File: config.mk
export PLATFORM = sky130hd
export DESIGN_NAME = alu_issue
export DESIGN_NICKNAME = d
export VERILOG_FILES = /design/src/rtl/alu_issue.sv
export SDC_FILE = /design/constraint.sdc
export NUM_CORES = 1
export LEC_CHECK = 0
export CAP_MARGIN = 20
export CORE_ASPECT_RATIO = 0.9
export CORE_UTILIZATION = 30
export CTS_BUF_LIST = sky130_fd_sc_hd__clkbuf_4 sky130_fd_sc_hd__clkbuf_8 sky130_fd_sc_hd__clkbuf_16
export DETAILED_ROUTE_END_ITERATION = 10
export GPL_TIMING_DRIVEN = 1
export PLACE_DENSITY_LB_ADDON = 0.05
export SETUP_SLACK_MARGIN = 0.1
export SLEW_MARGIN = 10
export SYNTH_ARGS = -nofsm -noshare
export SYNTH_HDL_FRONTEND = slang
export SYNTH_SLANG_ARGS = --single-unit
File: constraint.sdc
create_clock -name i_clk -period 20.9 [get_ports i_clk]
set_input_delay 4.18 -clock i_clk [delete_from_list [all_inputs] [get_ports i_clk]]
set_output_delay 4.18 -clock i_clk [all_outputs]
set_load 0.02 [all_outputs]
File: src/rtl/alu_issue.sv
// alu_issue: operand-issue and writeback stage around a 32-bit combinational ALU.
// Holds an 8 x 32-bit register file (r0 hardwired to zero), accepts one
// instruction per valid/ready handshake, registers operands into the ALU,
// captures the ALU result/flags, and writes the result back.
// One instruction is in flight at a time: IDLE -> EXEC -> WB -> IDLE.
module alu_issue #(
  parameter int NREG = 8
) (
  input  logic        i_clk,
  input  logic        i_rst,
  input  logic        i_valid,
  output logic        o_ready,
  input  logic [2:0]  i_func,
  input  logic [2:0]  i_rs,
  input  logic [2:0]  i_rt,
  input  logic [2:0]  i_rd,
  input  logic        i_imm_en,
  input  logic [31:0] i_imm,
  output logic [31:0] o_alu_a,
  output logic [31:0] o_alu_b,
  output logic [2:0]  o_alu_func,
  input  logic [31:0] i_alu_y,
  input  logic        i_alu_c,
  output logic        o_done,
  output logic [31:0] o_result,
  output logic        o_carry,
  output logic        o_zero,
  input  logic [2:0]  i_dbg_addr,
  output logic [31:0] o_dbg_data
);

  typedef enum logic [1:0] {
    IDLE = 2'd0,
    EXEC = 2'd1,
    WB   = 2'd2
  } state_t;

  // Instruction fields captured at accept time.
  typedef struct packed {
    logic [31:0] a;
    logic [31:0] b;
    logic [2:0]  func;
    logic [2:0]  rd;
  } issue_req_t;

  state_t      state, state_nxt;
  logic [31:0] regs [NREG];
  issue_req_t  req_d, req_q;
  logic        accept;
  logic        wb_en;
  logic [31:0] rs_data, rt_data;

  // r0 is never written, but the explicit zero mux keeps reads correct
  // regardless of what the storage element holds.
  assign rs_data    = (i_rs == 3'd0)       ? 32'd0 : regs[i_rs];
  assign rt_data    = (i_rt == 3'd0)       ? 32'd0 : regs[i_rt];
  assign o_dbg_data = (i_dbg_addr == 3'd0) ? 32'd0 : regs[i_dbg_addr];

  assign accept = i_valid & o_ready;
  assign wb_en  = (state == WB) && (req_q.rd != 3'd0);

  // Operand selection for the instruction being offered this cycle.
  always_comb begin
    req_d      = '0;
    req_d.a    = rs_data;
    req_d.b    = i_imm_en ? i_imm : rt_data;
    req_d.func = i_func;
    req_d.rd   = i_rd;
  end

  // Next-state and handshake/strobe outputs.
  always_comb begin
    state_nxt = state;
    o_ready   = 1'b0;
    o_done    = 1'b0;
    case (state)
      IDLE: begin
        o_ready = 1'b1;
        if (i_valid) state_nxt = EXEC;
      end
      EXEC: begin
        state_nxt = WB;
      end
      WB: begin
        o_done    = 1'b1;
        state_nxt = IDLE;
      end
      default: begin
        state_nxt = IDLE;
      end
    endcase
  end

  // State register; reset aborts any in-flight instruction.
  always_ff @(posedge i_clk or posedge i_rst) begin
    if (i_rst) state <= IDLE;
    else       state <= state_nxt;
  end

  // Operand/function registers feeding the ALU; held between accepts.
  always_ff @(posedge i_clk or posedge i_rst) begin
    if (i_rst)       req_q <= '0;
    else if (accept) req_q <= req_d;
  end

  assign o_alu_a    = req_q.a;
  assign o_alu_b    = req_q.b;
  assign o_alu_func = req_q.func;

  // Result and flags are captured only at the end of EXEC. Carry is only
  // meaningful for add/subtract (func[1:0] == 2'b10) and reads 0 otherwise.
  always_ff @(posedge i_clk or posedge i_rst) begin
    if (i_rst) begin
      o_result <= '0;
      o_carry  <= 1'b0;
      o_zero   <= 1'b0;
    end else if (state == EXEC) begin
      o_result <= i_alu_y;
      o_carry  <= (req_q.func[1:0] == 2'b10) ? i_alu_c : 1'b0;
      o_zero   <= (i_alu_y == 32'd0);
    end
  end

  // Register file writeback at the end of WB; the write lands before the
  // next accept can sample it, so no forwarding path is required.
  always_ff @(posedge i_clk or posedge i_rst) begin
    if (i_rst) begin
      for (int i = 0; i < NREG; i++) regs[i] <= '0;
    end else if (wb_en) begin
      regs[req_q.rd] <= o_result;
    end
  end

endmodule
==> reports/metrics.cfg <==
[synth]
netlist.area_leader.share_pct=44.67
syn_area_um2=18490
synth_cell_type_count=45
synth_ff_type=dfrtp_1
avgSynthCellArea_um2=12.29
synth_cells=1504
netlist_top_cells_area=dfrtp_1 (45%), mux2_2 (17%), mux4_2 (11%)
yosysSeqAreaShare_pct=44.67
synth_fp_nets=1588
yosysWarnings=0
synth_top_area_cell=dfrtp_1
synth_edf_count=0
postSynth.asyncResetShare_pct=100.0
synth_seq_cells=330

[placed_design]
place_ws_ps=9730
place_hpwl_um=38600
dp_cells=2346
dpl-instance-area_um2=20780
io_buffers=218
place_congestion=0.7391

[die]
initial_core_util_pct=30.60
core.rowCount=85
io_pins=219
die-area_um2=62620
die_h_um=237.5
die_w_um=263.7
core_um2=60410

[global_routing]
gr-total-overflow=0
antenna_found_initial=0
grt_max_degree=151
grt_usage_pct=21.09
grt_first_pass_wirelength_um=97150
grt_pass1_vias=13710

[clock_tree]
cts_sinks=330
clkLatencyLatePin_ps=580
clkSlewWorstSetupHoldPaths_ps=50
holdBufCountCts=0
cts_tree=yes
post_cts_buffers=0
cts_resized=0
cts_buffer_depth=3
numCtsBuffers=41
cts-root-buf=clkbuf_16
cts_htree_levels=2

[timing]
slew_headroom_pct=16.81
worst_pin_slew_ps=1216
hold_slack_ps=475.8
skew_ps=20.43
final.setup.tns_ps=0
rsz0062_at_grt=false
drv_slew=0
fmax_mhz=89.76
post-route-period-util_pct=53.31
report.final.setup_viol=0
period_needed_ps=11140
worst_slack_ps=9759
finalHoldViolations=0

[routing]
routed_wl_um=65640
avgRoutedWirePerCell_um=27.12
post-route-drc-count=0
ant_nets=0
first_pass_iters=5
drtIter0Drc=945
vias=13110
vias_per_cell=5.418

[pwr]
p_int_w=0.001820
comb_power_share_pct=32.7
switching_share_pct=33.94
p_switching_w=0.0009350
clockPowerShare_pct=26.5
p_per_area_nw_per_um2=124.3
vdd_drop_max_v=0.00006481
p_seq_share_pct=40.9
power_leakage_nw=9.520

[hold_path]
hold_path_class=reg2reg
min_from=o_alu_func[2]
worstHoldEndpoint=o_alu_func[2]
holdPathStages=2

[run_status]
status=finished, final reports clean

[worst_setup_path]
r2r-end=o_alu_b[9]
cp.required_ps=16720
crit_type=in2out
path_max_fanout=26
crit_start=i_dbg_addr[1]
critPathLaunchType=primary input
rrSetupSlack_ps=17980
reg2regPathDepth=7
critPathArrivalTime_ps=6960
critPathCaptureType=primary output
rr_startpoint=state[1]

[finish]
fin_cells=2420
num-fill-cells=5903
layout.nets=1690
drive_above_1_share_pct=32.64
finalInstanceArea_um2=22160
syn_to_final_growth_pct=19.88

[run]
cap_violations=0

## layout by cell type (no fill, tap or decap), drive strengths merged, types with 27 or more instances in the layout
cell and n:
mux2 315, mux4 90, nand2 163, a21oi 52
o21ai 27, nor2 34, clkdlybuf4s50 208, dfrtp 330
nor2b 47, buf 39, a221oi 73, o31ai 34
inv 38, clkbuf 61
## final cells by class
class	count	area [um^2]	area share [%]
antenna	4	10.01	0.04516
clock buffer	61	1292	5.832
clock inverter	9	76.32	0.3444
inverter	37	146.4	0.6605
multi-input combinational	949	9022	40.71
sequential	330	8258	37.26
tap	783	979.7	4.420
timing repair buffer	247	2377	10.73
## layer usage
| metal | GRT usage [%] | routed length, um | vias to the layer above |
|---|---|---|---|
| met5 | 0 | 0 | - |
| met1 | 30.46 | 31250 | 6960 |
| met2 | 33.11 | 30510 | 350 |
| met3 | 3.015 | 2706 | 72 |
| li1 | - | - | 5730 |
| met4 | 5.228 | 1166 | 0 |
## state kept, by name, summed over array words and instances (netlist names)
| signal | count |
|---|---|
| o_alu_a | 32 |
| o_alu_b | 32 |
| o_alu_func | 3 |
| o_carry | 1 |
| o_result | 32 |
| o_zero | 1 |
| regs | 224 |
| req_q | 3 |
| state | 2 |
## power by group through the flow
stage | registers, W | logic [W] | clock network, W
after floorplan | 0.00105 | 0.000662 | 0
after global placement | 0.00113 | 0.000901 | 0
after detailed placement | 0.00113 | 0.000908 | 0
after CTS | 0.00112 | 0.000911 | 0.000754
after global routing | 0.00116 | 0.000970 | 0.000780
final | 0.00113 | 0.000900 | 0.000729
## stage by stage
step                total power [W]  utilization, %
floorplan                  0.001713               -
detailed placement         0.002039           34.41
global route               0.002914           36.67
global placement           0.002033           34.40
CTS                        0.002787           36.67
finish                     0.002755           36.69
## kinds of logic after synthesis
family	Yosys count	synth area share (%)
compound gates	231	8.839
buf+inv	225	6.937
flops	330	44.67
mux	422	31.93
simple gates	296	7.628
## worst max-delay path by stage
stage / to / slack [ps] / cells after the start
2_1_floorplan: o_alu_a[0] / 7580 / 1
3_3_place_gp: o_dbg_data[31] / 9760 / 6
3_5_place_dp: o_dbg_data[8] / 9730 / 6
4_1_cts: o_dbg_data[8] / 9730 / 6
5_1_grt: o_dbg_data[8] / 9700 / 6
6_report: o_dbg_data[5] / 9760 / 6
## worst max-delay path, stage by stage
cell and delay, ps:
buf_4 380, nor2b_4 750, buf_4 460, a221oi_1 150, a21oi_1 330, clkdlybuf4s50_1 680
## synthesized netlist by cell type, types with 26 or more instances
cell type and count:
mux2_4 42, nand2_1 162, a21oi_1 52, mux2_2 273
o21ai_0 26, inv_1 35, nor2b_1 47, a221oi_1 73
buf_2 44, nor2_1 34, dfrtp_1 330, buf_4 77
mux4_2 90, o31ai_1 34, clkbuf_1 45
Power figures use the tool's default switching activity.
